--- src/rtl/alu_serial_seq.sv ---
// Bit-serial ALU sequencer driving an external 1-bit ALU slice LSB-first.
// The slice carry-out is fed back as the next bit's carry-in; SLT takes one extra fix-up cycle.
module alu_serial_seq #(
  parameter int WIDTH = 24
) (
  input  logic             clk,
  input  logic             rst_n,
  input  logic             start,
  input  logic [WIDTH-1:0] op_a,
  input  logic [WIDTH-1:0] op_b,
  input  logic [3:0]       alu_ctl,
  output logic             slice_a,
  output logic             slice_b,
  output logic             slice_ainv,
  output logic             slice_binv,
  output logic             slice_cin,
  output logic             slice_less,
  output logic [3:0]       slice_op,
  input  logic             slice_result,
  input  logic             slice_cout,
  output logic             busy,
  output logic             done,
  output logic [WIDTH-1:0] result,
  output logic             zero,
  output logic             carry,
  output logic             overflow
);

  localparam int            CW       = $clog2(WIDTH);
  localparam logic [CW-1:0] CNT_LAST = CW'(WIDTH - 1);
  localparam logic [1:0]    OP_ADD   = 2'b10;
  localparam logic [1:0]    OP_SLT   = 2'b11;

  typedef enum logic [1:0] {
    IDLE    = 2'b00,
    RUN     = 2'b01,
    SLT_FIX = 2'b10,
    DONE    = 2'b11
  } state_t;

  state_t           state_r;
  logic [CW-1:0]    cnt_r;
  // Shift registers hold only the bits not yet presented to the slice.
  logic [WIDTH-2:0] a_sh_r;
  logic [WIDTH-2:0] b_sh_r;
  logic [WIDTH-2:0] result_sh_r;
  logic             a0_r;
  logic             b0_r;
  logic [1:0]       op_r;
  logic             carry_r;
  logic             ovf_r;

  logic [WIDTH-1:0] final_s;
  logic             msb_ovf_s;
  logic             last_s;

  assign final_s   = {slice_result, result_sh_r};
  assign msb_ovf_s = slice_cin ^ slice_cout;
  assign last_s    = (cnt_r == CNT_LAST);

  // Sequencer: accept, bit-serial run, SLT fix-up, one-cycle done pulse.
  always_ff @(posedge clk or negedge rst_n) begin
    if (!rst_n) begin
      state_r     <= IDLE;
      cnt_r       <= {CW{1'b0}};
      a_sh_r      <= {(WIDTH-1){1'b0}};
      b_sh_r      <= {(WIDTH-1){1'b0}};
      result_sh_r <= {(WIDTH-1){1'b0}};
      a0_r        <= 1'b0;
      b0_r        <= 1'b0;
      op_r        <= 2'b00;
      carry_r     <= 1'b0;
      ovf_r       <= 1'b0;
      slice_a     <= 1'b0;
      slice_b     <= 1'b0;
      slice_ainv  <= 1'b0;
      slice_binv  <= 1'b0;
      slice_cin   <= 1'b0;
      slice_less  <= 1'b0;
      slice_op    <= 4'b0000;
      busy        <= 1'b0;
      done        <= 1'b0;
      result      <= {WIDTH{1'b0}};
      zero        <= 1'b0;
      carry       <= 1'b0;
      overflow    <= 1'b0;
    end else begin
      case (state_r)
        IDLE: begin
          done <= 1'b0;
          if (start) begin
            state_r     <= RUN;
            busy        <= 1'b1;
            cnt_r       <= {CW{1'b0}};
            a_sh_r      <= op_a[WIDTH-1:1];
            b_sh_r      <= op_b[WIDTH-1:1];
            result_sh_r <= {(WIDTH-1){1'b0}};
            a0_r        <= op_a[0];
            b0_r        <= op_b[0];
            op_r        <= alu_ctl[1:0];
            carry_r     <= 1'b0;
            ovf_r       <= 1'b0;
            slice_a     <= op_a[0];
            slice_b     <= op_b[0];
            slice_ainv  <= alu_ctl[3];
            slice_binv  <= alu_ctl[2];
            slice_cin   <= alu_ctl[2];
            slice_less  <= 1'b0;
            // SLT runs the A-B pass through the adder, the less mux comes later.
            slice_op    <= {1'b0, ((alu_ctl[1:0] == OP_SLT) ? OP_ADD : alu_ctl[1:0]), alu_ctl[2]};
          end else begin
            state_r <= IDLE;
          end
        end
        RUN: begin
          result_sh_r <= {slice_result, result_sh_r[WIDTH-2:1]};
          a_sh_r      <= {1'b0, a_sh_r[WIDTH-2:1]};
          b_sh_r      <= {1'b0, b_sh_r[WIDTH-2:1]};
          cnt_r       <= cnt_r + CW'(1);
          slice_a     <= a_sh_r[0];
          slice_b     <= b_sh_r[0];
          slice_cin   <= slice_cout;
          if (last_s) begin
            if (op_r == OP_SLT) begin
              state_r    <= SLT_FIX;
              carry_r    <= slice_cout;
              ovf_r      <= msb_ovf_s;
              slice_a    <= a0_r;
              slice_b    <= b0_r;
              slice_cin  <= 1'b0;
              // Sign of A-B corrected for overflow.
              slice_less <= slice_result ^ msb_ovf_s;
              slice_op   <= {1'b0, OP_SLT, slice_binv};
            end else begin
              state_r    <= DONE;
              busy       <= 1'b0;
              done       <= 1'b1;
              result     <= final_s;
              zero       <= (final_s == {WIDTH{1'b0}});
              carry      <= (op_r == OP_ADD) ? slice_cout : 1'b0;
              overflow   <= (op_r == OP_ADD) ? msb_ovf_s : 1'b0;
              slice_a    <= 1'b0;
              slice_b    <= 1'b0;
              slice_ainv <= 1'b0;
              slice_binv <= 1'b0;
              slice_cin  <= 1'b0;
              slice_less <= 1'b0;
              slice_op   <= 4'b0000;
            end
          end else begin
            state_r <= RUN;
          end
        end
        SLT_FIX: begin
          state_r    <= DONE;
          busy       <= 1'b0;
          done       <= 1'b1;
          result     <= {{(WIDTH-1){1'b0}}, slice_result};
          zero       <= ~slice_result;
          carry      <= carry_r;
          overflow   <= ovf_r;
          slice_a    <= 1'b0;
          slice_b    <= 1'b0;
          slice_ainv <= 1'b0;
          slice_binv <= 1'b0;
          slice_cin  <= 1'b0;
          slice_less <= 1'b0;
          slice_op   <= 4'b0000;
        end
        DONE: begin
          state_r <= IDLE;
          done    <= 1'b0;
        end
        default: begin
          state_r <= IDLE;
          busy    <= 1'b0;
          done    <= 1'b0;
        end
      endcase
    end
  end

endmodule

--- config.mk ---
export PLATFORM = sky130hd
export DESIGN_NAME = alu_serial_seq
export DESIGN_NICKNAME = d
export VERILOG_FILES = /design/src/rtl/alu_serial_seq.sv
export SDC_FILE = /design/constraint.sdc
export NUM_CORES = 1
export LEC_CHECK = 0
export CAP_MARGIN = 30
export CORE_MARGIN = 2
export CORE_UTILIZATION = 42
export DETAILED_ROUTE_END_ITERATION = 8
export DONT_BUFFER_PORTS = 1
export PLACE_DENSITY = 0.53
export SLEW_MARGIN = 10
export SYNTH_ARGS = -nofsm -noshare
export SYNTH_HDL_FRONTEND = slang
export SYNTH_SLANG_ARGS = --single-unit
--- constraint.sdc ---
create_clock -name clk -period 2.45 [get_ports clk]
set_input_delay 0.49 -clock clk [delete_from_list [all_inputs] [get_ports clk]]
set_output_delay 0.49 -clock clk [all_outputs]
set_load 0.005 [all_outputs]
==> results of run 1 <==
-- final timing paths --
kind | start | endpoint | depth (start not counted)
max in group asynchronous | rst_n | state_r[0] | 0
setup reg to reg | state_r[0] | cnt_r[0] | 5
min in group clk | slice_result | zero | 1
hold reg to reg | b_sh_r[10] | b_sh_r[10] | 2
hold / removal | rst_n | result[9] | 0
setup / recovery | state_r[0] | cnt_r[0] | 5
-- synth_stat cells (all sizes together) --
cell and instances:
a41oi 1, o21ai 83, and2 1, or3 1, dfrtp 120, and3 3, a22o 26, mux2 7
conb 1, o211ai 1, buf 25, a211oi 2, nor3 2, nor2 11, o31ai 2, clkbuf 8
xor2 3, nor4 5, nor3b 1, ha 5, and4 1, and2b 1, nor2b 2, mux2i 48
and4b 1, a22oi 5, nand2b 23, nand2 76, a21oi 6, nand3 8, inv 6, nand4 1
a31oi 2, nand4b 2
-- stage by stage --
stage	setup slack, ps	area, um2	utilization, %	total power [mW]	hold WS, ps
floorplan	667	5330	-	5.63	194
finish	438	6110	48.8	8.78	-216
detailed placement	425	5470	43.7	6.20	198
CTS	435	6110	48.8	8.91	-241
global route	251	6110	48.8	9.48	-249
global placement	487	5470	43.7	6.08	197
-- cells by family after synthesis --
kind of cell	after synthesis	synth area share (%)
and+or+nand+nor	139	12.3
AOI/OAI and AO/OA	128	14.8
DFF	120	56.3
muxes	55	10.9
buffers and inverters	39	3.99
adders and majority gates	5	1.17
xor gates and xnor gates	3	0.493
other	1	0.0703
-- critical path: stages, from the launching register on --
cell	delay, ps
dfrtp_1	440
inv_1	110
ha_1	260
mux2i_4	560
buf_4	380
mux2_2	200
-- where the power goes --
| group | total (mW) | leakage, nW | internal [mW] | switching (mW) |
|---|---|---|---|---|
| sequential | 3.48 | 1.56 | 2.84 | 0.635 |
| clock | 2.67 | 0.320 | 1.83 | 0.837 |
| combinational | 2.63 | 0.919 | 1.18 | 1.45 |
-- sequential cells by signal (all words and copies together) (netlist names), 2 cells and up, named ones only --
name,flops
op_r,2
b_sh_r,23
a_sh_r,23
result,24
slice_op,3
cnt_r,5
result_sh_r,23
-- metal layers --
layer | GRT usage [%] | vias up | share of wire (%)
li1 | - | 1717 | -
met3 | 6.64 | 9 | 7.1
met4 | 7.06 | 0 | 1.1
met5 | 0 | - | 0
met2 | 23.4 | 83 | 46
met1 | 22.3 | 1651 | 46
-- cell type report --
cell class / instances / area share, %
clock inverter: 8 / 2.29
timing repair buffer: 10 / 1.64
multi-input combinational: 331 / 34.9
inverter: 6 / 0.368
sequential: 120 / 49.1
tap: 172 / 3.52
clock buffer: 24 / 8.21
==> impl_metrics.py, run 1 <==
metrics = {
    "outcome": {
        "status": "complete, but fails checks",
        "violations": "hold timing",
    },
    "cts": {
        "clkSinkCount": 120,
        "root_buffer": "clkbuf_16",
        "cts.path.max_buffers": 2,
        "cts_resized": 0,
        "cts_buffers": 17,
        "clock_latency_ps": 400,
        "cts_tree": "built",
        "cts_setup_buffers": 0,
        "htreeDepth": 4,
        "clkSlewWorstSetupHoldPaths_ps": 50,
    },
    "timing": {
        "fmax_mhz": 497,
        "tns_ps": 0,
        "setup_viol": 0,
        "fin_skew_ps": 5.01,
        "worst_slew_pin_slew_ps": 557,
        "drv_slew": 0,
        "finalHoldViolCount": 120,
        "max_slew_margin_pct": 62.1,
        "hold_slack_ps": -216,
        "period_needed_ps": 2010,
        "finalCritPeriodShare_pct": 82.1,
        "grt_setup_unrepaired": "false",
    },
    "flow_run": {
        "cap_viol_max_count": 0,
    },
    "setup_path": {
        "critPathArrivalTime_ps": 2360,
        "cp_data_required_time_ps": 2790,
        "regToRegSetupSlack_ps": 440,
        "setup.worst_path.start_class": "flop",
        "endpoint_kind": "flop",
        "crit_type": "flop to flop",
        "critPathMaxFanout": 25,
    },
    "synthesis": {
        "synth.distinct_cells": 41,
        "yosysSeqAreaShare_pct": 56.3,
        "mappedNetlistArea_um2": 5330,
        "synth_nets": 552,
        "syn_avg_cell_area_um2": 10.9,
        "yosys.area.top_type": "dfrtp_1",
        "synth.area.top_cells": "dfrtp_1 56%, mux2i_1 8.8%, o21ai_0 6.7%, nand2_1 5.3%, a22o_1 4.3%",
        "ys_ff_latch": 120,
        "synthCells": 490,
        "yosysTopAreaCellShare_pct": 56.3,
        "yosys_warnings": 0,
    },
    "global_routing": {
        "antenna_found_initial": 0,
        "first_global_vias": 3359,
        "grtUsageTotal_pct": 16.5,
        "grt_pass1_wl_um": 17200,
        "grt_max_degree": 121,
        "gr-total-overflow": 0,
    },
    "routing": {
        "wirelength_um": 10300,
        "drc_errors": 0,
        "via_per_inst": 5.16,
        "first_iter_violations": 183,
        "vias": 3460,
        "ant_nets": 0,
        "wl_per_cell_um": 15.3,
        "dr.pass1.iters": 4,
    },
    "finish": {
        "diodes": 0,
        "drive_above_1_share_pct": 10.6,
        "finalNonFillerCells": 671,
        "final_cell_mix": "120 x dfrtp_1, 76 x nand2_1, 71 x o21ai_0",
        "multi_input_area_um2": 2130,
        "area_growth_pct": 14.6,
        "fillers": 1213,
        "final_common_cell": "dfrtp_1",
        "ff_latch_area_um2": 3000,
        "nNetsFinal": 548,
    },
    "min_path": {
        "hold_class": "primary input to async pin",
    },
    "power_and_ir_drop": {
        "ir_worst_vdd_mv": 0.627,
        "powerDensity_nw_per_um2": 1440,
        "p_leak_nw": 2.80,
    },
    "floorplan": {
        "row_count": 41,
        "chipWidth_um": 117,
        "start_util_pct": 42.6,
        "dieArea_um2": 13600,
        "die_height_um": 117,
        "io_pins": 96,
        "coreArea_um2": 12500,
    },
    "placement": {
        "place_inst": 639,
        "gp_congestion": 0.716,
        "port_buffers": 0,
        "place_hpwl_um": 6670,
    },
}
(Power assumes the default switching activity.)
==> run 2, diff against run 1 <==
Settings changed: PLACE_DENSITY 0.53 to 0.56.
Clock period 2.45 ns to 1.7 ns, I/O delays scaled along.
==> impl_metrics.py, run 2 (synthesized netlist as in run 1, its figures left out) <==
metrics = {
    "finish": {
        "fin_area_um2": 6980,
        "regMostFlops": "result",
        "area_growth_pct": 30.9,
        "finalNonFillerCells": 717,
        "drive_above_1_share_pct": 25.5,
        "diodes": 0,
        "final_cell_mix": "120 x dfrtp_1, 62 x nand2_1, 47 x mux2i_1",
        "nNetsFinal": 594,
        "final_common_cell": "dfrtp_1",
        "largest_reg_flops": 24,
    },
    "setup_path": {
        "rr_worst_depth": 8,
        "critPathMaxFanout": 8,
        "cp_data_required_time_ps": 1990,
        "crit_family": "buffers and inverters",
        "worstPathCellList": "inv_2 > buf_12 > ha_4 > buf_12 > mux2i_4 > clkbuf_16 > buf_8 > o21ai_0",
        "setup.worst_path.start_class": "flop",
        "crit_top_cell": "buf_12",
        "slowest_delay_ps": 360,
        "timing.rr.end": "b_sh_r[2]",
        "regToRegSetupSlack_ps": -60,
        "cp_num_buf_inv": 5,
        "cp_slowest_cell": "dfrtp_1",
        "crit_type": "flop to flop",
        "endpoint_kind": "flop",
        "critPathArrivalTime_ps": 2060,
    },
    "timing": {
        "max_slew_margin_pct": 61.3,
        "finalHoldViolCount": 120,
        "grt_setup_unrepaired": "true",
        "setup_viol": 86,
        "period_needed_ps": 1760,
        "fin_skew_ps": 8.24,
        "hold_slack_ps": -378,
        "drv_slew": 0,
        "finalCritPeriodShare_pct": 104,
        "finalWorstSetupSlack_ps": -64.4,
        "fmax_mhz": 567,
        "worst_slew_pin_slew_ps": 579,
    },
    "cts": {
        "htreeDepth": 4,
        "clock_latency_ps": 410,
        "root_buffer": "clkbuf_16",
        "cts_tree": "built",
        "clkSlewWorstSetupHoldPaths_ps": 60,
        "cts_buffers": 17,
        "clkSinkCount": 120,
        "cts.path.max_buffers": 2,
    },
    "global_routing": {
        "grt_max_degree": 121,
        "grtUsageTotal_pct": 17.5,
        "antenna_found_initial": 0,
        "grt_pass1_wl_um": 18100,
        "first_global_vias": 3573,
        "gr-total-overflow": 0,
    },
    "outcome": {
        "status": "complete, but fails checks",
        "violations": "hold timing, setup timing",
    },
    "power_and_ir_drop": {
        "netSwitchingPower_mw": 5.28,
        "ir_worst_vdd_mv": 1.13,
        "internal-power_mw": 10.0,
        "pwr-share-comb_pct": 42.0,
        "p_total_mw": 15.3,
        "seq_power_share_pct": 33.2,
        "p_clk_share_pct": 24.8,
        "powerDensity_nw_per_um2": 2190,
        "power_switching_share_pct": 34.6,
        "p_leak_nw": 3.22,
    },
    "min_path": {
        "hold_class": "primary input to async pin",
    },
    "floorplan": {
        "io_pins": 96,
        "dieArea_um2": 13600,
        "coreArea_um2": 12500,
        "start_util_pct": 42.6,
        "die_height_um": 117,
        "row_count": 41,
        "chipWidth_um": 117,
    },
    "placement": {
        "place_hpwl_um": 6980,
        "place_inst": 656,
        "place_area_um2": 5670,
        "post-place-ws_ps": -227,
        "gp_congestion": 0.785,
        "port_buffers": 0,
    },
    "routing": {
        "via_per_inst": 5.37,
        "drc_errors": 0,
        "vias": 3850,
        "first_iter_violations": 212,
        "ant_nets": 0,
        "wl_per_cell_um": 18.2,
        "wirelength_um": 13100,
        "dr.pass1.iters": 4,
    },
    "flow_run": {
        "cap_viol_max_count": 0,
    },
}
-- run 2: changes by cell type in the layout (fill, tap and decap cells not counted), moves of 4 or more --
| cell | change |
|---|---|
| buf_12 | +7 |
| buf_4 | +15 |
| buf_6 | +7 |
| clkbuf_16 | +9 |
| clkbuf_8 | -4 |
| nand2_1 | -14 |
| nand2_2 | +12 |
| o21ai_0 | -42 |
| o21ai_1 | +29 |
| o21ai_2 | +13 |
-- run 2: final cells by class --
cell class              count  area [um2]
repair buffers             56         827
inverters                   6        22.5
fillers                  1097        5530
clock buffers              20         447
multi-input cells         331        2290
well taps                 172         215
flip-flops and latches    120        3000
clock inverters            12         174
-- run 2: power by group through the flow --
stage	clock [mW]	combinational, mW	sequential, mW
after floorplan	0	3.35	4.79
after global placement	0	4.15	5.02
after detailed placement	0	4.27	5.07
after CTS	3.86	4.69	5.03
after global routing	4.02	7.00	5.24
final	3.80	6.42	5.07
-- run 2: how the worst max path moves through the flow --
stage	startpoint	to	slack, ps	cells after the start
2_1_floorplan	state_r[0]	slice_ainv	3	6
3_3_place_gp	flop	cnt_r[0]	-190	6
3_5_place_dp	flop	cnt_r[0]	-230	6
4_1_cts	state_r[0]	cnt_r[2]	2	8
5_1_grt	flop	b_sh_r[12]	-130	8
6_report	flop	b_sh_r[2]	-60	8
-- run 2: what timing repair did --
item | 4_1_cts | 5_1_grt
gates resized for setup | 5 | 95
pin swaps | 3 | 26
endpoints found under the setup margin | 57 | 103
cloned | 2 | 16
hold endpoints to repair | 120 | 121
buffers inserted | 6 | 4
-- run 2: routing by layer --
layer	wire length, um	up-vias	part of all wire (%)	global-route usage (%)
li1	-	1817	-	-
met5	0	-	0	0
met1	5640	1916	43	21.9
met3	777	16	6.0	7.63
met2	6420	101	49	27.4
met4	216	0	1.7	5.88
-- run 2: metrics by stage --
stage / utilization, % / TNS [ps]
finish: 55.8 / -2670
global route: 55.8 / -9820
CTS: 51.3 / 0
detailed placement: 45.3 / -5550
global placement: 45.3 / -3910
floorplan: - / 0
==> variant (settings of run 1) <==
Set the parameter `WIDTH` to 12 (it was 24).
--- a/src/rtl/alu_serial_seq.sv
+++ b/src/rtl/alu_serial_seq.sv
@@ -1,7 +1,7 @@
 // Bit-serial ALU sequencer driving an external 1-bit ALU slice LSB-first.
 // The slice carry-out is fed back as the next bit's carry-in; SLT takes one extra fix-up cycle.
 module alu_serial_seq #(
-  parameter int WIDTH = 24
+  parameter int WIDTH = 12
 ) (
   input  logic             clk,
   input  logic             rst_n,
Ports: changed (resized op_a, op_b and result); port bits go from 96 to 60. No check against the original RTL was run, so the function may have changed too.
==> variant against run 1 <==
Sequential cell count down 49. Wire length down 38%. Count of clock-buffer cells in the layout down 15. Non-clock buffer count down 5. Via count down 38%. Design area down 41%. Synthesized area down 39%. Worst setup slack worse by 0.00096 ns. Power down 45%. Largest power group unchanged.
==> variant: results (changes against run 1) <==
status=finished, final reports clean (was finished, violations left); mux contribution to synthesized area=0.0974 (was 0.109); vias in the first global route=2243 (was 3359); ANT cells=0 (unchanged); Max-Slew Margin vs Limit=0.451 (was 0.621); Final Net Count=343 (was 548); GP Congestion=0.737 (was 0.716); clk_lat worst skew=0.33 ns (was 0.40 ns); layout cell share with drive strength beyond 1=0.104 (was 0.106); pin count of the biggest net entering global routing=72 (was 121); grt met1 use=0.228 (was 0.223); sequential-to-total area share from yosys stat=0.542 (was 0.563); via count=2140 (was 3460); top cells by area, synth=dfrtp_1 (54%), mux2i_1 (7.3%), nand2_1 (5.8%) (was dfrtp_1 (56%), mux2i_1 (8.8%), o21ai_0 (6.7%)); Post-synth top cells=dfrtp_1 (71), nand2_1 (51), o21ai_0 (26) (was dfrtp_1 (120), nand2_1 (76), o21ai_0 (71)); Clk pin slew, worst setup/hold paths=0.07 ns (was 0.05 ns); met2 GRT Util=0.245 (was 0.234); met3 Track Usage GR=0.0464 (was 0.0664); clk root buf=clkbuf_8 (was clkbuf_16); Critical Path Fanout Max=13 (was 25); Compound-Gate Fraction of Synth Area=0.154 (was 0.148); FFs w/ async S/R, synth=1.00 (unchanged); GRT Total Usage=0.166 (was 0.165); H-tree levels=3 (was 4); DP HPWL=4.20 mm (was 6.67 mm); max reg flops=12 (was 24); Worst Skew=0.00873 ns (was 0.00501 ns); Synth Area in Adders=0.0191 (was 0.0117); drt total wl=6.35 mm (was 10.3 mm); Synth cell types=40 (was 41); Leakage Power=0.00163 uW (was 0.00280 uW); Fillers=746 (was 1213); VDD IR max=0.437 mV (was 0.627 mV); Num CTS Buffers=9 (was 17); 1st-iter DRT viols=94 (was 183); Syn Nets=346 (was 552); xor/xnor share of the synthesized area=0.00535 (was 0.00493); first-pass GRT wire length=11.0 mm (was 17.2 mm)
variant: per-layer routing:
metal  vias to the layer above  wire length (um)
li1                       1076                 -
met1                      1002              3040
met2                        56              2870
met3                         6               359
met4                         0                88
met5                         -                 0
variant: power breakdown:
group	total [uW]	switching, uW	internal (uW)
clock	995	429	566
combinational	1820	1020	790
sequential	2060	386	1670
total	4870	1840	3030
variant: timing repair:
item                                   4_1_cts  5_1_grt
endpoints found under the hold margin       71        0
hold buffers                                 1        0
setup buffers                                0        0
gates resized for setup                      0        0
variant: cell families (layout without fill, tap and decap cells):
kind of cell / count (synthesis) / count (layout)
AOI/OAI and AO/OA: 81 / 81
other: 1 / 1
xor gates and xnor gates: 2 / 2
and+or+nand+nor: 92 / 92
muxes: 31 / 31
buffers and inverters: 25 / 26
DFF: 71 / 71
adders and majority gates: 5 / 5
variant: critical path: stages (launching register included):
cell	delay, ns
dfrtp_1	0.41
inv_1	0.08
ha_1	0.33
nor2b_4	0.22
nor2_1	0.63
mux2_2	0.28
variant: area by class of cell:
cell class / instances / share of cell area
clock inverter: 6 / 0.0241
tap: 102 / 0.0356
multi-input combinational: 212 / 0.385
timing repair buffer: 5 / 0.0195
sequential: 71 / 0.495
inverter: 6 / 0.00628
clock buffer: 9 / 0.0345
variant: path summary, 6_finish.rpt:
kind / depth (start not counted) / slack [ns] / endpoint / start
max in group asynchronous: 1 / 2.13 / a_sh_r[10]$_DFFE_PN0P_ / rst_n
setup / recovery: 5 / 0.44 / cnt_r[0]$_DFFE_PN0P_ / state_r[0]$_DFF_PN0_
setup reg to reg: 5 / 0.44 / cnt_r[0]$_DFFE_PN0P_ / state_r[0]$_DFF_PN0_
hold / removal: 1 / 0.05 / result[9]$_DFFE_PN0P_ / rst_n
hold reg to reg: 2 / 0.48 / b_sh_r[1]$_DFFE_PN0P_ / b_sh_r[1]$_DFFE_PN0P_
min in group clk: 1 / 0.25 / zero$_DFFE_PN0P_ / slice_result
variant: through the flow:
step	std cells	hold WS, ns	area (sq um)	util	worst slack [ns]
2_1_floorplan	308	0.194	3280	-	0.753
3_3_place_gp	395	0.196	3350	0.438	0.491
3_5_place_dp	395	0.196	3350	0.438	0.480
4_1_cts	411	0.0454	3590	0.469	0.429
5_1_grt	411	0.0552	3590	0.469	0.289
6_report	411	0.0485	3590	0.469	0.437
